## config.mk

```make
export PLATFORM = sky130hd
export DESIGN_NAME = dmem_arbiter
export DESIGN_NICKNAME = d
export VERILOG_FILES = /design/src/rtl/riscv_pkg.sv /design/src/rtl/dmem_arbiter.sv
export SDC_FILE = /design/constraint.sdc
export NUM_CORES = 1
export LEC_CHECK = 0
export ABC_AREA = 1
export CORE_AREA = 2 2 116 118
export DETAILED_ROUTE_END_ITERATION = 6
export DIE_AREA = 0 0 118 120
export MAX_ROUTING_LAYER = met4
export PLACE_DENSITY = 0.76
export SYNTH_ARGS = -nofsm -noshare
export SYNTH_HDL_FRONTEND = slang
export SYNTH_SLANG_ARGS = --single-unit
```

## constraint.sdc

```tcl
create_clock -name clk -period 4.1 [get_ports clk]
set_input_delay 0.615 -clock clk [delete_from_list [all_inputs] [get_ports clk]]
set_output_delay 0.615 -clock clk [all_outputs]
set_load 0.05 [all_outputs]
```

## src/rtl/riscv_pkg.sv

```systemverilog
// rtl/riscv_pkg.sv - shared types for the RISC-V top-level blocks
package riscv_pkg;

   // Owner of the DMEM port. DBG_OWN is only held across locked debug bursts.
   typedef enum logic {
      CPU_OWN = 1'b0,
      DBG_OWN = 1'b1
   } arb_state_t;

   // Width of the debug starvation counter; MAX_WAIT must fit in it.
   localparam int WAIT_CNT_W = 4;

endpackage

```

## src/rtl/dmem_arbiter.sv

```systemverilog
// rtl/dmem_arbiter.sv - CPU / debug arbiter for the single-port data memory
//
// Shares one DMEM port between the CPU load/store path and the debug/loader
// port. The CPU wins by default. A pending debug request is granted when the
// CPU is idle, or after MAX_WAIT consecutive denials, in which case the CPU is
// stalled for that cycle. A debug grant with dbg_lock holds the memory for the
// debug side until a request or idle cycle arrives with dbg_lock low.
//
// Ports:
//   clk, reset_n                    clock, asynchronous active-low reset
//   cpu_req/we/addr/wdata           CPU access request
//   cpu_rdata                       CPU load data (mem_rdata passthrough)
//   cpu_stall                       CPU must hold PC and suppress writes
//   dbg_req/we/lock/addr/wdata      debug access request, held until dbg_gnt
//   dbg_gnt                         debug access performed this cycle
//   dbg_rvalid, dbg_rdata           registered debug read data
//   mem_we/addr/wdata, mem_rdata    DMEM port
module dmem_arbiter
   import riscv_pkg::*;
#(
   parameter int ADDR_WIDTH = 32,
   parameter int DATA_WIDTH = 32,
   parameter int MAX_WAIT   = 4
) (
   input  logic                  clk,
   input  logic                  reset_n,
   input  logic                  cpu_req,
   input  logic                  cpu_we,
   input  logic [ADDR_WIDTH-1:0] cpu_addr,
   input  logic [DATA_WIDTH-1:0] cpu_wdata,
   output logic [DATA_WIDTH-1:0] cpu_rdata,
   output logic                  cpu_stall,
   input  logic                  dbg_req,
   input  logic                  dbg_we,
   input  logic                  dbg_lock,
   input  logic [ADDR_WIDTH-1:0] dbg_addr,
   input  logic [DATA_WIDTH-1:0] dbg_wdata,
   output logic                  dbg_gnt,
   output logic                  dbg_rvalid,
   output logic [DATA_WIDTH-1:0] dbg_rdata,
   output logic                  mem_we,
   output logic [ADDR_WIDTH-1:0] mem_addr,
   output logic [DATA_WIDTH-1:0] mem_wdata,
   input  logic [DATA_WIDTH-1:0] mem_rdata
);

   localparam logic [WAIT_CNT_W-1:0] MAX_CNT = WAIT_CNT_W'(MAX_WAIT);

   arb_state_t             state;
   logic [WAIT_CNT_W-1:0]  wait_cnt;
   logic                   starved;

   // The counter never passes MAX_CNT, so equality is the saturation test.
   assign starved   = (wait_cnt == MAX_CNT);
   assign cpu_rdata = mem_rdata;

   // Grant, stall and memory mux are combinational so an unstalled CPU keeps
   // its single-cycle memory timing. Everything is gated by reset_n so that a
   // reset in the middle of a burst cannot leave a partial write behind.
   always_comb begin
      dbg_gnt   = 1'b0;
      cpu_stall = 1'b0;
      mem_we    = 1'b0;
      mem_addr  = cpu_addr;
      mem_wdata = cpu_wdata;
      if (reset_n) begin
         if (state == DBG_OWN) begin
            dbg_gnt = dbg_req;
         end else begin
            dbg_gnt = dbg_req & (~cpu_req | starved);
         end
         // In CPU_OWN a debug grant with cpu_req high can only be a forced one.
         cpu_stall = cpu_req & ((state == DBG_OWN) | dbg_gnt);
         if (dbg_gnt) begin
            mem_addr  = dbg_addr;
            mem_wdata = dbg_wdata;
            mem_we    = dbg_we;
         end else if (!cpu_stall) begin
            mem_we = cpu_req & cpu_we;
         end
      end
   end

   always_ff @(posedge clk or negedge reset_n) begin
      if (!reset_n) begin
         state      <= CPU_OWN;
         wait_cnt   <= '0;
         dbg_rvalid <= 1'b0;
         dbg_rdata  <= '0;
      end else begin
         dbg_rvalid <= dbg_gnt & ~dbg_we;
         if (dbg_gnt & ~dbg_we) begin
            dbg_rdata <= mem_rdata;
         end

         if (state == CPU_OWN) begin
            // Count only cycles where debug is actually being denied.
            if (dbg_req & cpu_req & ~dbg_gnt) begin
               wait_cnt <= wait_cnt + 1'b1;
            end else begin
               wait_cnt <= '0;
            end
            if (dbg_gnt & dbg_lock) begin
               state <= DBG_OWN;
            end
         end else begin
            wait_cnt <= '0;
            // Every request is granted here, so a low dbg_lock always ends
            // the burst, whether or not a request is present.
            if (!dbg_lock) begin
               state <= CPU_OWN;
            end
         end
      end
   end

endmodule
```

# ---- Yosys cells after proc, flatten, opt, wreduce, memory -nomap -nowiden
# Cells that the tools add are included.
dict set report totals {
  n_memories 0
  ram_bits 0
  regBits 38
  latch_bits 0
  input_bits 167
  romBits 0
}
dict set report classes {
  reduce_logical 0
  n_div 0
  n_bitwise 12
  muxes 16
  add_sub_neg 1
  eq_ne 1
  mul 0
  shifts 0
  n_lt_le_gt_ge 0
}
# op n
set op_table {}
lappend op_table {{2-to-1 mux 32 bit} 4}
lappend op_table {{2-to-1 mux 1 bit} 10}
lappend op_table {{2-to-1 mux 4 bit} 2}
lappend op_table {{AND 1 bit} 7}
lappend op_table {{adder 4 x 1 -> 4 bit, second input constant} 1}
lappend op_table {{== test 4 x 3 -> 1 bit, second input constant} 1}
lappend op_table {{NOT 1 bit} 3}
lappend op_table {{OR 1 bit} 2}

# ---- Depth between registers and ports, before layout
dict set report depth {
  word_depth 10
  mapped_depth 10
}

# ---- Worst setup path before layout
# No wires, ideal clock.
dict set report synth_path {
  path_type {input port to output port}
  startpoint {input port reset_n}
  endpoint {output port cpu_stall}
  stages 3
  required_time_ns 3.485
  slack_ns 1.455
  arrival_ns 2.030
  path_buffers 1
  path_cell_list {clkbuf_1 > inv_1 > nor3_1}
}
dict set report synth_between {
  elab_chain_cells 1
}
# item line
set synth_lines {}
lappend synth_lines {{start: declaration} dmem_arbiter.sv:26} ;# input logic reset_n,
lappend synth_lines {{2-to-1 mux 1 bit} dmem_arbiter.sv:66} ;# if (reset_n) begin
lappend synth_lines {{end: declaration} dmem_arbiter.sv:32} ;# output logic cpu_stall,
# Every way passes these cells.

# ---- Final worst setup path
dict set report layout_path {
  startpoint {input port cpu_req}
  endpoint {output port mem_wdata[10]}
}
dict set report layout_between {
  elab_chain_cells 7
}
# item line
set layout_lines {}
lappend layout_lines {{start: declaration} dmem_arbiter.sv:27} ;# input logic cpu_req,
lappend layout_lines {{NOT 1 bit} dmem_arbiter.sv:70} ;# dbg_gnt = dbg_req & (~cpu_req | starved);
lappend layout_lines {{OR 1 bit} dmem_arbiter.sv:70}
lappend layout_lines {{AND 1 bit} dmem_arbiter.sv:70}
lappend layout_lines {{2-to-1 mux 1 bit} dmem_arbiter.sv:67} ;# if (state == DBG_OWN) begin
lappend layout_lines {{2-to-1 mux 1 bit} dmem_arbiter.sv:66}
lappend layout_lines {{2-to-1 mux 32 bit} dmem_arbiter.sv:74} ;# if (dbg_gnt) begin
lappend layout_lines {{2-to-1 mux 32 bit} dmem_arbiter.sv:66}
lappend layout_lines {{end: declaration} dmem_arbiter.sv:43} ;# output logic [DATA_WIDTH-1:0] mem_wdata,
# Every way passes these cells. The select of a mux whose other input is x is not followed.

==> flow_metrics.py <==
metrics = {
    "status": {
        "status": "completed",
    },
    "synthesis": {
        "synthFlopType": "dfrtp_1",
        "synth.top_cell.area_share_pct": 36.7,
        "ys_seq_area_share_pct": 34.6,
        "synth_area_per_cell_um2": 6.41,
        "synthTopCellsByCount": "nand2_1 (269), dfrtp_1 (38), nand4_1 (35)",
        "ys_warn_count": 0,
        "synth_area_leader_cell": "nand2_1",
        "synth_area_leaders": "nand2_1 (37%), dfrtp_1 (35%), buf_4 (9.0%)",
        "synth_fp_nets": 598,
        "async_flop_share_pct": 100,
        "ys_types": 18,
        "synth_most_common_cell": "nand2_1",
        "ys_ff_latch": 38,
        "synth_area_mm2": 0.00275,
        "synth-edff-count": 0,
        "postSynthCellCount": 429,
    },
    "sta": {
        "final.min_clock_period_ns": 3.36,
        "setup_violations": 0,
        "setup_total_negative_slack_ns": 0,
        "fin_crit_sh_pct": 82.0,
        "relSlewSlack_pct": 51.2,
        "max_freq_mhz": 297,
        "skew_ns": 0.0113,
        "setup_slack_ns": 0.738,
        "hold_viol": 0,
        "rsz0062_at_grt": "false",
        "worstMarginPinSlew_ns": 0.732,
        "slew_viol_final": 0,
    },
    "drt": {
        "drt_pass1_iterations": 4,
        "drc_errors": 0,
        "routedWlPerCell_um": 13.7,
        "vias": 3563,
        "drt_iter0_drc": 113,
        "wl_mm": 11.7,
        "drt-vias-per-instance": 4.15,
        "ant_nets": 0,
    },
    "clocking": {
        "cts.repair_timing.setup_buffer_count": 0,
        "h-tree-depth": 2,
        "cts_hold_buf": 0,
        "max-clock-path-buffers": 2,
        "cts.sinks": 38,
        "cts_made_buffers": 5,
        "tritoncts": "built",
        "cts_root_buf": "clkbuf_16",
        "clk_pin_slew_ns": 0.05,
        "clk_latency_ns": 0.29,
        "cts_resized": 0,
    },
    "worst_setup_path": {
        "r2r_slack_ns": 2.12,
        "r2r_start": "wait_cnt[0]",
        "arrival_ns": 2.75,
        "critPathKind": "input port to primary output",
        "crit_required_ns": 3.48,
        "ff2ff_path_depth": 8,
        "cp-end-kind": "primary output",
        "reg2reg_to": "wait_cnt[3]",
        "critPathMaxFanout": 14,
        "setup.worst_path.start_class": "input port",
    },
    "power_and_ir_drop": {
        "power_density_mw_per_mm2": 368,
        "power.total_mw": 2.08,
        "leakagePower_nw": 2.77,
        "ir_drop_uv": 221,
    },
    "global_routing": {
        "grt_use_total_pct": 15.9,
        "overflow": 0,
        "grt_pass1_vias": 3294,
        "grt_pass1_wl_mm": 17.5,
        "grt_max_degree": 66,
        "antenna_found_initial": 0,
    },
    "cells_and_area": {
        "diodes": 0,
        "drive_gt1_share_pct": 11.9,
        "syn2layout_area_growth_pct": 105,
        "nNetsFinal": 851,
        "fin_area_mm2": 0.00565,
    },
    "placed_design": {
        "gp_congestion": 0.756,
        "pre_cts_ws_ns": 0.726,
        "place_hpwl_mm": 9.26,
        "placed_cell_area_mm2": 0.00545,
        "portBuffers": 298,
    },
    "floorplan": {
        "die_area_mm2": 0.0142,
        "rows": 42,
        "coreArea_mm2": 0.0130,
        "die_y_um": 120,
        "start_util_pct": 21.2,
        "die_x_um": 118,
        "io_pins": 299,
    },
    "hold_path": {
        "hp-class": "input port to asynchronous set/reset pin",
    },
    "flow_run": {
        "maxCapViolCount": 0,
    },
}
## worst max-delay path, cell delays in order
cell,delay (ns)
clkdlybuf4s50_1,0.44
inv_1,0.13
nor2_4,0.07
nand2_1,0.09
nand2_1,0.10
nor2_4,0.33
nand2_1,0.10
nand2_1,0.08
clkdlybuf4s50_1,0.79
## cells in the final DEF, fill, tap and decap left out
master,instances
inv_1,11
nor2_4,2
buf_2,1
nor3_1,1
dfrtp_1,38
ha_1,2
nand2_2,1
nor2_1,4
buf_4,66
clkdlybuf4s50_1,238
nand3_2,1
nand2_1,268
clkbuf_16,5
clkinv_4,1
nand4_1,35
a21oi_4,1
nand3_1,3
bufinv_16,2
a21oi_1,2
or2_2,1
## through the flow
step | utilization [%] | hold slack [ns] | std cells
2_1_floorplan | - | 0.319 | 429
3_3_place_gp | 42.0 | 0.463 | 851
3_5_place_dp | 42.0 | 0.465 | 851
4_1_cts | 43.5 | 0.187 | 859
5_1_grt | 43.5 | 0.194 | 859
6_report | 43.5 | 0.190 | 859
## how the worst max path moves through the flow
stage | from | endpoint | slack [ns]
2_1_floorplan | reset_n | cpu_stall | 1.46
3_3_place_gp | cpu_req | mem_we | 0.77
3_5_place_dp | cpu_req | mem_wdata[10] | 0.73
4_1_cts | cpu_req | mem_wdata[10] | 0.72
5_1_grt | cpu_req | mem_we | 0.55
6_report | cpu_req | mem_wdata[10] | 0.74
## layout make-up
type                    instances  area (µm²)
fillers                      1311        7330
repair buffers                305        2880
multi-input cells             321        1360
flip-flops and latches         38         951
well taps                     176         220
clock buffers                   5         125
clock inverters                 3        68.8
inverters                      11        41.3
## where the power goes
part | total (mW) | leakage (nW) | internal, mW | switching [mW]
clock network | 0.508 | 0.0940 | 0.350 | 0.158
registers | 0.477 | 0.484 | 0.441 | 0.0363
logic | 1.09 | 2.19 | 0.398 | 0.695
## per-layer routing
layer | global-route usage [%] | vias to the layer above | share of wire [%] | routed length, µm
met4 | 4.22 | 0 | 1.5 | 178
met2 | 27.1 | 169 | 49 | 5780
met3 | 3.90 | 9 | 7.2 | 839
li1 | - | 1816 | - | -
met1 | 18.9 | 1569 | 42 | 4930
met5 | - | - | 0 | 0
## state kept, by name, summed over array words and instances (netlist names)
name / cells
dbg_rdata: 32
state: 1
wait_cnt: 4
dbg_rvalid: 1
## cells by family after synthesis
logic type | synth area share [%]
and+or+nand+nor | 47.2
buffers and inverters | 16.3
DFF | 34.6
AOI/OAI and AO/OA | 0.956
adders and majority gates | 0.910
Power figures use the tool's default switching activity.
